### src/rtl/bram_pkg.sv
// Shared types and byte helpers for the byte-enable block RAM.
package bram_pkg;

    typedef enum logic {RDW_READ_FIRST, RDW_WRITE_FIRST} rdw_mode_e;
    typedef enum logic {ST_CLEAR, ST_READY} bram_state_e;

    // Even parity: stored bit makes the XOR of the 9 bits zero.
    function automatic logic byte_parity(input logic [7:0] b);
        return ^b;
    endfunction

    function automatic logic [7:0] be_merge(input logic [7:0] old_b,
                                            input logic [7:0] new_b,
                                            input logic       en);
        return en ? new_b : old_b;
    endfunction

endpackage

### src/rtl/bram_clear_seq.sv
// Post-reset zero-clear sequencer: walks every address once, then reports ready.
module bram_clear_seq
    import bram_pkg::*;
#(
    parameter int ADDR_WIDTH = 5
) (
    input  logic                  clk_i,
    input  logic                  rst_ni,
    output logic                  clr_we_o,
    output logic [ADDR_WIDTH-1:0] clr_addr_o,
    output logic                  init_done_o
);

    localparam logic [ADDR_WIDTH-1:0] LAST_ADDR = '1;

    bram_state_e           state_q, state_d;
    logic [ADDR_WIDTH-1:0] cnt_q, cnt_d;

    always_ff @(posedge clk_i or negedge rst_ni) begin
        if (!rst_ni) begin
            state_q <= ST_CLEAR;
            cnt_q   <= '0;
        end else begin
            state_q <= state_d;
            cnt_q   <= cnt_d;
        end
    end

    always_comb begin
        state_d     = state_q;
        cnt_d       = cnt_q;
        clr_we_o    = 1'b0;
        init_done_o = 1'b0;
        case (state_q)
            ST_CLEAR: begin
                clr_we_o = 1'b1;
                cnt_d    = cnt_q + 1'b1;
                if (cnt_q == LAST_ADDR) state_d = ST_READY;
            end
            ST_READY: init_done_o = 1'b1;
            default:  state_d = ST_CLEAR;
        endcase
    end

    assign clr_addr_o = cnt_q;

endmodule

### src/rtl/bram_sdp_be.sv
// Simple dual-port RAM with byte enables, 1/2-cycle read latency and selectable
// read-during-write; optional per-byte even parity when BRAM_PARITY_EN is defined.
module bram_sdp_be
    import bram_pkg::*;
#(
    parameter int DATA_WIDTH   = 32,
    parameter int ADDR_WIDTH   = 5,
    parameter int READ_LATENCY = 1,
    parameter int RDW_MODE     = 0
) (
    input  logic                    clk_i,
    input  logic                    rst_ni,
    output logic                    init_done_o,
    input  logic                    wr_en_i,
    input  logic [ADDR_WIDTH-1:0]   wr_addr_i,
    input  logic [DATA_WIDTH/8-1:0] wr_be_i,
    input  logic [DATA_WIDTH-1:0]   wr_data_i,
    input  logic                    rd_en_i,
    input  logic [ADDR_WIDTH-1:0]   rd_addr_i,
    output logic [DATA_WIDTH-1:0]   rd_data_o,
    output logic                    rd_valid_o,
    output logic                    par_err_o
);

    localparam int        NB    = DATA_WIDTH / 8;
    localparam int        DEPTH = 2 ** ADDR_WIDTH;
    localparam rdw_mode_e RDW   = rdw_mode_e'(RDW_MODE[0]);
`ifdef BRAM_PARITY_EN
    localparam int        MEM_W = DATA_WIDTH + NB;   // parity bits sit above the data
`else
    localparam int        MEM_W = DATA_WIDTH;
`endif

    logic [MEM_W-1:0] mem [DEPTH];

    logic                  clr_we, wr_fire, rd_fire, we;
    logic [ADDR_WIDTH-1:0] clr_addr, wa;
    logic [MEM_W-1:0]      wr_word, wsel_word, rd_word;
    logic [NB-1:0]         wmask;

    bram_clear_seq #(.ADDR_WIDTH(ADDR_WIDTH)) u_clr (
        .clk_i       (clk_i),
        .rst_ni      (rst_ni),
        .clr_we_o    (clr_we),
        .clr_addr_o  (clr_addr),
        .init_done_o (init_done_o)
    );

    assign wr_fire = init_done_o & wr_en_i;
    assign rd_fire = init_done_o & rd_en_i;

    always_comb begin
        wr_word = '0;
        wr_word[DATA_WIDTH-1:0] = wr_data_i;
`ifdef BRAM_PARITY_EN
        for (int k = 0; k < NB; k++) wr_word[DATA_WIDTH+k] = byte_parity(wr_data_i[8*k +: 8]);
`endif
    end

    // Clear sequencer owns the write port until init completes; zero word has valid parity.
    always_comb begin
        we        = wr_fire;
        wa        = wr_addr_i;
        wsel_word = wr_word;
        wmask     = wr_be_i;
        if (clr_we) begin
            we        = 1'b1;
            wa        = clr_addr;
            wsel_word = '0;
            wmask     = '1;
        end
    end

    always_ff @(posedge clk_i) begin
        if (we) begin
            for (int k = 0; k < NB; k++) begin
                if (wmask[k]) begin
                    mem[wa][8*k +: 8] <= wsel_word[8*k +: 8];
`ifdef BRAM_PARITY_EN
                    mem[wa][DATA_WIDTH+k] <= wsel_word[DATA_WIDTH+k];
`endif
                end
            end
        end
    end

    always_comb begin
        rd_word = mem[rd_addr_i];
        if (RDW == RDW_WRITE_FIRST && wr_fire && rd_fire && wr_addr_i == rd_addr_i) begin
            for (int k = 0; k < NB; k++) begin
                rd_word[8*k +: 8] = be_merge(rd_word[8*k +: 8], wr_word[8*k +: 8], wr_be_i[k]);
`ifdef BRAM_PARITY_EN
                if (wr_be_i[k]) rd_word[DATA_WIDTH+k] = wr_word[DATA_WIDTH+k];
`endif
            end
        end
    end

    logic [READ_LATENCY:1] vld_q;
    logic [READ_LATENCY:0] vld_pipe;

    assign vld_pipe = {vld_q, rd_fire};

    always_ff @(posedge clk_i or negedge rst_ni) begin
        if (!rst_ni) vld_q <= '0;
        else         vld_q <= vld_pipe[READ_LATENCY-1:0];
    end

    // Each stage only advances on its valid bit, so the last stage holds between reads.
    for (genvar s = 0; s < READ_LATENCY; s++) begin : g_rd
        logic [MEM_W-1:0] q;
        logic [MEM_W-1:0] d;
        if (s == 0) begin : g_first
            assign d = rd_word;
        end else begin : g_next
            assign d = g_rd[s-1].q;
        end
        always_ff @(posedge clk_i or negedge rst_ni) begin
            if (!rst_ni)          q <= '0;
            else if (vld_pipe[s]) q <= d;
        end
    end

    logic [MEM_W-1:0] rd_out;
    assign rd_out     = g_rd[READ_LATENCY-1].q;
    assign rd_data_o  = rd_out[DATA_WIDTH-1:0];
    assign rd_valid_o = vld_pipe[READ_LATENCY];

`ifdef BRAM_PARITY_EN
    logic mism;
    always_comb begin
        mism = 1'b0;
        for (int k = 0; k < NB; k++)
            mism = mism | (byte_parity(rd_out[8*k +: 8]) != rd_out[DATA_WIDTH+k]);
    end
    assign par_err_o = rd_valid_o & mism;
`else
    assign par_err_o = 1'b0;
`endif

endmodule

### config.mk
export PLATFORM = sky130hd
export DESIGN_NAME = bram_sdp_be
export DESIGN_NICKNAME = d
export VERILOG_FILES = /design/src/rtl/bram_pkg.sv /design/src/rtl/bram_clear_seq.sv /design/src/rtl/bram_sdp_be.sv
export SDC_FILE = /design/constraint.sdc
export NUM_CORES = 1
export LEC_CHECK = 0
export CAP_MARGIN = 20
export CELL_PAD_IN_SITES_DETAIL_PLACEMENT = 1
export CELL_PAD_IN_SITES_GLOBAL_PLACEMENT = 1
export CORE_MARGIN = 10
export CORE_UTILIZATION = 58
export CTS_CLUSTER_DIAMETER = 100
export CTS_CLUSTER_SIZE = 12
export DETAILED_ROUTE_END_ITERATION = 10
export PLACE_DENSITY = 0.91
export SYNTH_ARGS = -nofsm -noshare
export SYNTH_HDL_FRONTEND = slang
export SYNTH_SLANG_ARGS = --single-unit
export TNS_END_PERCENT = 50
### constraint.sdc
create_clock -name clk_i -period 6.5 [get_ports clk_i]
set_clock_uncertainty 0.1 [all_clocks]
set_input_delay 1.3 -clock clk_i [delete_from_list [all_inputs] [get_ports clk_i]]
set_output_delay 1.3 -clock clk_i [all_outputs]
set_load 0.05 [all_outputs]
==> out/metrics.cfg, run 1 <==
[worst_setup_path]
timing.critical_path.to_type=register
critical_path_arrival_ns=4.43
critical_path_peak_fanout=8
worst-endpoint-required_ns=6.67
start_kind=input port
crit_type=in2reg

[die]
fp-row-count=98
design.portCount=85
initial_standard_cell_utilization_of_the_core_pct=58.7
core-area_um2=71900
die_x_um=290
fp.dieH_um=290
die_footprint_um2=83900

[detailed_routing]
vias_per_cell=6.91
postRouteAntennaNets=0
wire_per_inst_um=35.7
route.final.wire_length_mm=126
firstDrtPassIters=6
routed-via-count=24400
drt_drc_violations_left=0
drtIter0Drc=3297

[yosys]
yosysSeqAreaShare_pct=75.2
xor_and_xnor_area_share_after_synthesis_pct=0.0623
synth.distinct_cells=38
synth_simple_gate_area_share_pct=2.61
synthesis.instances=2390
largest_family_of_logic_cells_by_synthesized_area=multiplexers
synth-edff-count=1024
syn-mean-instance-area_um2=17.7
synth_seq_cells=1063
synthesis.nets=2442
post_synthesis_share_of_cell_area_spent_on_full_adders_half_adders_and_majority_gates_pct=0.0593
synth_compound_area_share_pct=7.72
async_flop_share_pct=3.67
synth_warnings=0
syn_area_um2=42200
postSynth.topFlopCell=sky130_fd_sc_hd__edfxtp_1
synthMuxAreaShare_pct=12.2

[clock_tree]
cts_root_buf=sky130_fd_sc_hd__clkbuf_16
cts_buffers=98
cts_tree=done
total_number_of_clock_tree_sinks=1063
cts_hold_buffers=0
post-cts-setup-buffers=0
clock_tree.htree_level_count=3
clock_path_buffers=3
number_of_gates_given_a_new_drive_strength_after_cts=0
clkLatencyLatePin_ns=0.67
cts.clk_slew.worst_paths_ns=0.06

[timing]
grt_setup_unrepaired=no
setup_total_negative_slack_ns=0
relSlewSlack_pct=23.4
final_hold_viol_count=0
final-max-slew-violation-count=0
fin_crit_ns=4.26
worst_pin_slew_ns=1.15
layout_worst_path_cycle_share_pct=65.5
finalSetupViolCount=0
max_freq_ghz=0.235
layout_setup_ws_ns=2.24

[placement]
post_dp_cell_area_um2=44000
numPortBuffers=83
routabilityCongestion=0.843
post-place-ws_ns=1.62
detailedPlacementHpwl_mm=71.7

[layout]
drive_above_1_share_pct=9.48
num-nets-final=2554
final.fill_count=6079
syn_to_final_growth_pct=11.6
final-seq-area_um2=31700
layout.cell_area.non_filler_um2=47100
multi_input_area_um2=9630

[grt]
track_usage_pct=29.8
grt_start_max_net_pins=129
gr-total-overflow=0
initial_antenna_violation_count=2
grt_first_pass_wirelength_mm=182
grt_pass1_vias=25500

[pwr]
leakage_power_nw=16.3
worst_ir_drop_vdd_mv=0.218
power.total_mw=14.0
power.density_cell_area_nw_per_um2=298

[flow_run]
max-cap-violations=0

[worst_hold_path]
min-delay-path-class=reg2reg

[run_status]
run_status=complete, no violations

-- layout make-up --
class | instances | area share (%)
clock buffers | 181 | 6.12
multi-input cells | 1167 | 20.4
well taps | 950 | 2.52
clock inverters | 2 | 0.0292
flip-flops and latches | 1063 | 67.4
inverters | 5 | 0.0399
diodes | 5 | 0.0266
repair buffers | 167 | 3.42
-- sequential cells by signal, indices dropped and copies added, names as in the netlist --
| name | cells |
|---|---|
| u_clr.clr_addr_o | 5 |
| rd_valid_o | 1 |
| u_clr.state_q | 1 |
| rd_data_o | 32 |
| mem | 1024 |
-- per-stage QoR --
stage	cells	util (%)	hold WS (ns)
after floorplan	2390	-	0.352
after global placement	3329	61.2	0.370
after detailed placement	3333	61.3	0.374
after CTS	3516	65.3	0.395
after global routing	3535	65.5	0.423
final	3540	65.5	0.392
-- layout by cell type, fill, tap and decap left out, types with 4 or more instances in the layout --
master                            netlist  routed
sky130_fd_sc_hd__a21oi_1               65      65
sky130_fd_sc_hd__clkbuf_4              11       6
sky130_fd_sc_hd__clkbuf_1              83      77
sky130_fd_sc_hd__o32ai_1                5       5
sky130_fd_sc_hd__edfxtp_1            1024    1024
sky130_fd_sc_hd__buf_2                  8      11
sky130_fd_sc_hd__clkbuf_16              0     104
sky130_fd_sc_hd__inv_1                  5       5
sky130_fd_sc_hd__clkdlybuf4s50_1        0      81
sky130_fd_sc_hd__diode_2                0       5
sky130_fd_sc_hd__a22o_1                65      65
sky130_fd_sc_hd__o41ai_2               32      32
sky130_fd_sc_hd__nand3_1               10      10
sky130_fd_sc_hd__nor2_1               107     106
sky130_fd_sc_hd__a221oi_1              63      63
sky130_fd_sc_hd__buf_4                 27      55
sky130_fd_sc_hd__a22oi_1              129     128
sky130_fd_sc_hd__o22ai_1               33      33
sky130_fd_sc_hd__nor2b_1                8       6
sky130_fd_sc_hd__dfrtp_1               39      38
sky130_fd_sc_hd__nor3_1                24      24
sky130_fd_sc_hd__mux2i_1              512     512
sky130_fd_sc_hd__and2_1                33      29
sky130_fd_sc_hd__buf_12                 1       8
sky130_fd_sc_hd__nand2_1               55      54
sky130_fd_sc_hd__nand2b_1               6       4
-- cells in the mapped netlist (5+ instances only) --
cell,number,area [um^2]
sky130_fd_sc_hd__a221oi_1,63,552
sky130_fd_sc_hd__buf_8,5,75.1
sky130_fd_sc_hd__nand2_1,55,206
sky130_fd_sc_hd__a22o_1,65,569
sky130_fd_sc_hd__buf_1,9,33.8
sky130_fd_sc_hd__o22ai_1,33,206
sky130_fd_sc_hd__nor2_1,107,402
sky130_fd_sc_hd__inv_1,5,18.8
sky130_fd_sc_hd__nand2b_1,6,37.5
sky130_fd_sc_hd__nor2b_1,8,50.1
sky130_fd_sc_hd__buf_6,11,124
sky130_fd_sc_hd__dfrtp_1,39,976
sky130_fd_sc_hd__edfxtp_1,1024,30700
sky130_fd_sc_hd__o32ai_1,5,43.8
sky130_fd_sc_hd__a21oi_1,65,325
sky130_fd_sc_hd__clkbuf_4,11,82.6
sky130_fd_sc_hd__nor3_1,24,120
sky130_fd_sc_hd__o41ai_2,32,521
sky130_fd_sc_hd__nand3_1,10,50.1
sky130_fd_sc_hd__a22oi_1,129,968
sky130_fd_sc_hd__mux2i_1,512,5120
sky130_fd_sc_hd__buf_4,27,203
sky130_fd_sc_hd__and2_1,33,206
sky130_fd_sc_hd__clkbuf_1,83,312
sky130_fd_sc_hd__buf_2,8,40.0
-- report_power, final --
| part | internal (mW) | leakage [nW] | total, mW | switching (mW) |
|---|---|---|---|---|
| Clock | 2.96 | 1.38 | 5.50 | 2.54 |
| Combinational | 0.304 | 5.20 | 0.977 | 0.673 |
| Sequential | 7.54 | 9.68 | 7.57 | 0.0288 |
| Total | 10.8 | 16.3 | 14.0 | 3.24 |
-- logic make-up (layout without fill, tap and decap cells) --
group | count (synthesis) | in the layout
DFF | 1063 | 1063
muxes | 514 | 514
AOI/OAI and AO/OA | 400 | 400
and+or+nand+nor | 247 | 247
buffers and inverters | 160 | 355
xor gates and xnor gates | 3 | 3
adders and majority gates | 2 | 2
other | 1 | 6
-- critical path: stages --
cell and delay, ns:
sky130_fd_sc_hd__clkdlybuf4s50_1 0.65, sky130_fd_sc_hd__nand2_1 0.17, sky130_fd_sc_hd__o32ai_1 0.47, sky130_fd_sc_hd__nor2b_1 0.45, sky130_fd_sc_hd__nand2_1 0.53, sky130_fd_sc_hd__nor2_1 0.86
-- path summary, 6_finish.rpt --
kind	cells past startpoint	from	to	slack [ns]
min reg2reg	2	rd_data_o[15]	rd_data_o[15]	0.39
max	6	wr_addr_i[0]	mem[23][20]	2.24
min	2	rd_data_o[15]	rd_data_o[15]	0.39
max in group asynchronous	2	rst_ni	u_clr.state_q	4.96
min in group asynchronous	2	rst_ni	rd_data_o[7]	0.69
max reg2reg	5	u_clr.state_q	mem[14][25]	2.50
-- layer usage --
layer	vias up	part of all wire (%)	track usage [%]	wire length, um
met5	-	0.018	0	23
met4	4	5.8	15.8	7260
met3	418	9.4	6.25	11800
met2	1703	49	48.3	61400
met1	12500	36	37.7	45700
li1	9821	-	-	-
Note: power is estimated with default switching activity, not from simulation.
==> inputs of run 2 (changes only) <==
--- a/config.mk
+++ b/config.mk
@@ -9,11 +9,11 @@
 export CELL_PAD_IN_SITES_DETAIL_PLACEMENT = 1
 export CELL_PAD_IN_SITES_GLOBAL_PLACEMENT = 1
 export CORE_MARGIN = 10
-export CORE_UTILIZATION = 58
+export CORE_UTILIZATION = 54
 export CTS_CLUSTER_DIAMETER = 100
 export CTS_CLUSTER_SIZE = 12
 export DETAILED_ROUTE_END_ITERATION = 10
-export PLACE_DENSITY = 0.91
+export PLACE_DENSITY = 0.86
 export SYNTH_ARGS = -nofsm -noshare
 export SYNTH_HDL_FRONTEND = slang
 export SYNTH_SLANG_ARGS = --single-unit
==> constraint.sdc (replaced) <==
create_clock -name clk_i -period 4.4 [get_ports clk_i]
set_clock_uncertainty 0.1 [all_clocks]
set_input_delay 0.88 -clock clk_i [delete_from_list [all_inputs] [get_ports clk_i]]
set_output_delay 0.88 -clock clk_i [all_outputs]
set_load 0.05 [all_outputs]
==> out/metrics.cfg, run 2 (same netlist as run 1, synthesis figures left out) <==
[timing]
layout_worst_path_cycle_share_pct=88.3
grt_setup_unrepaired=no
finalSetupViolCount=0  ; unchanged
fin_crit_ns=3.89
final-max-slew-violation-count=0  ; unchanged
final_hold_viol_count=0  ; unchanged
layout_setup_ws_ns=0.514  ; -1.73 ns
worst_pin_slew_ns=1.18  ; +0.0369 ns
relSlewSlack_pct=21.2  ; -2.2 points
max_freq_ghz=0.257

[worst_setup_path]
critical_path_arrival_ns=4.07  ; -0.36 ns
path_buf_inv=1  ; unchanged
timing.critical_path.cells=buf_4, o32ai_1, nand2_1, nor2_1
start_kind=register
worst-endpoint-required_ns=4.58  ; -2.09 ns
slowest_cell_on_the_critical_path=sky130_fd_sc_hd__o32ai_1
crit_type=reg2reg
critical_path_peak_fanout=37  ; +29
timing.critical_path.to_type=register
critical_path.max_stage_delay_ns=1.04  ; +0.18 ns
cpLargestDelayFamily=simple AND/OR/NAND/NOR gates

[detailed_routing]
routed-via-count=24500  ; +0.25%
drt_drc_violations_left=0  ; unchanged
vias_per_cell=6.59  ; -4.6%
route.final.wire_length_mm=125  ; -1.2%
wire_per_inst_um=33.5  ; -6.0%
firstDrtPassIters=5  ; -1
postRouteAntennaNets=0  ; unchanged
drtIter0Drc=2962  ; -10%

[pwr]
seqPwrFrac_pct=54.5  ; +0.6 points
combinationalPowerShare_pct=7.1  ; about the same
clkPwrFrac_pct=38.4  ; -0.8 points
worst_ir_drop_vdd_mv=0.321  ; +47%
p_int_mw=15.8  ; +46%
power.share.switching_pct=22.9  ; -0.17 points
leakage_power_nw=16.7  ; +2.5%
switching_power_mw=4.70  ; +45%
power.density_cell_area_nw_per_um2=430  ; +44%

[layout]
multi_input_area_um2=9610  ; -0.14%
drive_above_1_share_pct=12.4  ; +2.9 points
final_core_utilization_pct=61.7  ; -3.8 points
layout.cell_area.non_filler_um2=47800  ; +1.5%
final-seq-area_um2=31700  ; unchanged
largest_register=mem
syn_to_final_growth_pct=13.3
finalNonFillerCells=3719  ; +5.1%
mostFrequentLayoutCells=sky130_fd_sc_hd__edfxtp_1 (1024), sky130_fd_sc_hd__mux2i_1 (512), sky130_fd_sc_hd__buf_4 (147), sky130_fd_sc_hd__a22oi_1 (129), sky130_fd_sc_hd__nor2_1 (106)
final.fill_count=6724  ; +11%
num-nets-final=2647  ; +3.6%
most_common_cell_after_layout_fill_and_taps_aside=sky130_fd_sc_hd__edfxtp_1
largest_register_ff_count=1024  ; unchanged

[placement]
post-place-ws_ns=-0.0293  ; -1.65 ns
routabilityCongestion=0.869  ; +3.1%
numPortBuffers=83  ; unchanged
detailedPlacementHpwl_mm=75.1  ; +4.7%
post_dp_cell_area_um2=44800  ; +1.9%
place.detailed.instances=3516  ; +5.5%

[die]
fp-row-count=102  ; +4.1%
initial_standard_cell_utilization_of_the_core_pct=54.5  ; -4.3 points
core-area_um2=77500  ; +7.8%
design.portCount=85  ; unchanged
fp.dieH_um=300  ; +3.4%
die_footprint_um2=89700  ; +6.9%
die_x_um=300  ; +3.4%

[clock_tree]
cts_root_buf=sky130_fd_sc_hd__clkbuf_16
number_of_gates_given_a_new_drive_strength_after_cts=0  ; unchanged
total_number_of_clock_tree_sinks=1063  ; unchanged
clock_tree.htree_level_count=3  ; unchanged
cts_tree=done
post-cts-setup-buffers=0  ; unchanged
clock_path_buffers=3  ; unchanged
cts_buffers=98  ; unchanged
clkLatencyLatePin_ns=0.67  ; about the same
cts.clk_slew.worst_paths_ns=0.07  ; about the same
cts_hold_buffers=0  ; unchanged

[worst_hold_path]
min-delay-path-class=in2async

[grt]
grt_first_pass_wirelength_mm=182  ; +0.26%
track_usage_pct=27.3  ; -2.5 points
gr-total-overflow=0  ; unchanged
grt_pass1_vias=25600  ; +0.49%
grt_start_max_net_pins=66  ; -49%
initial_antenna_violation_count=5  ; +3

[run_status]
run_status=complete, no violations

[flow_run]
max-cap-violations=0  ; unchanged

[run 2: cell count changes in the layout (fill, tap and decap cells not counted), moves of 3 or more]
cell | before | now
sky130_fd_sc_hd__buf_4 | 55 | 147
sky130_fd_sc_hd__clkbuf_16 | 104 | 99
sky130_fd_sc_hd__and2_1 | 29 | 32
sky130_fd_sc_hd__diode_2 | 5 | 2
sky130_fd_sc_hd__buf_12 | 8 | 11
sky130_fd_sc_hd__and2_2 | 3 | 0
[run 2: per-layer routing]
metal / track usage, % / up-vias / routed length [um]
met3: 5.02 / 322 / 10900
met5: 0 / - / 40
met1: 35.2 / 12700 / 46800
li1: - / 9995 / -
met2: 45.2 / 1490 / 61600
met4: 11.9 / 8 / 5320
[run 2: final cells by class]
class / instances / share of cell area [%]
tap: 1040 / 2.72
timing repair buffer: 260 / 4.84
sequential: 1063 / 66.4
clock inverter: 4 / 0.0707
multi-input combinational: 1167 / 20.1
clock buffer: 178 / 5.81
antenna: 2 / 0.0105
inverter: 5 / 0.0393
[run 2: through the flow]
stage	TNS, ns	hold WS (ns)	power (mW)
global route	0	0.207	21.0
floorplan	0	0.352	12.2
CTS	0	0.182	20.6
detailed placement	-0.233	0.371	12.8
global placement	0	0.369	12.7
finish	0	0.207	20.5
[run 2: power by group through the flow]
| stage | sequential [mW] | combinational (mW) | clock, mW |
|---|---|---|---|
| after CTS | 11.2 | 1.44 | 7.94 |
| after global placement | 11.4 | 1.33 | 0 |
| after floorplan | 11.5 | 0.713 | 0 |
| after global routing | 11.2 | 1.51 | 8.35 |
| final | 11.2 | 1.46 | 7.89 |
| after detailed placement | 11.4 | 1.41 | 0 |
[run 2: final timing paths]
path,from,to,slack (ns),cells after the start
max,u_clr.state_q,mem[4][21],0.51,4
min,rst_ni,rd_data_o[9],0.21,1
max reg2reg,u_clr.state_q,mem[4][21],0.51,4
min reg2reg,rd_data_o[14],rd_data_o[14],0.39,2
max in group asynchronous,rst_ni,rd_data_o[22],3.02,2
min in group clk_i,rd_data_o[14],rd_data_o[14],0.39,2
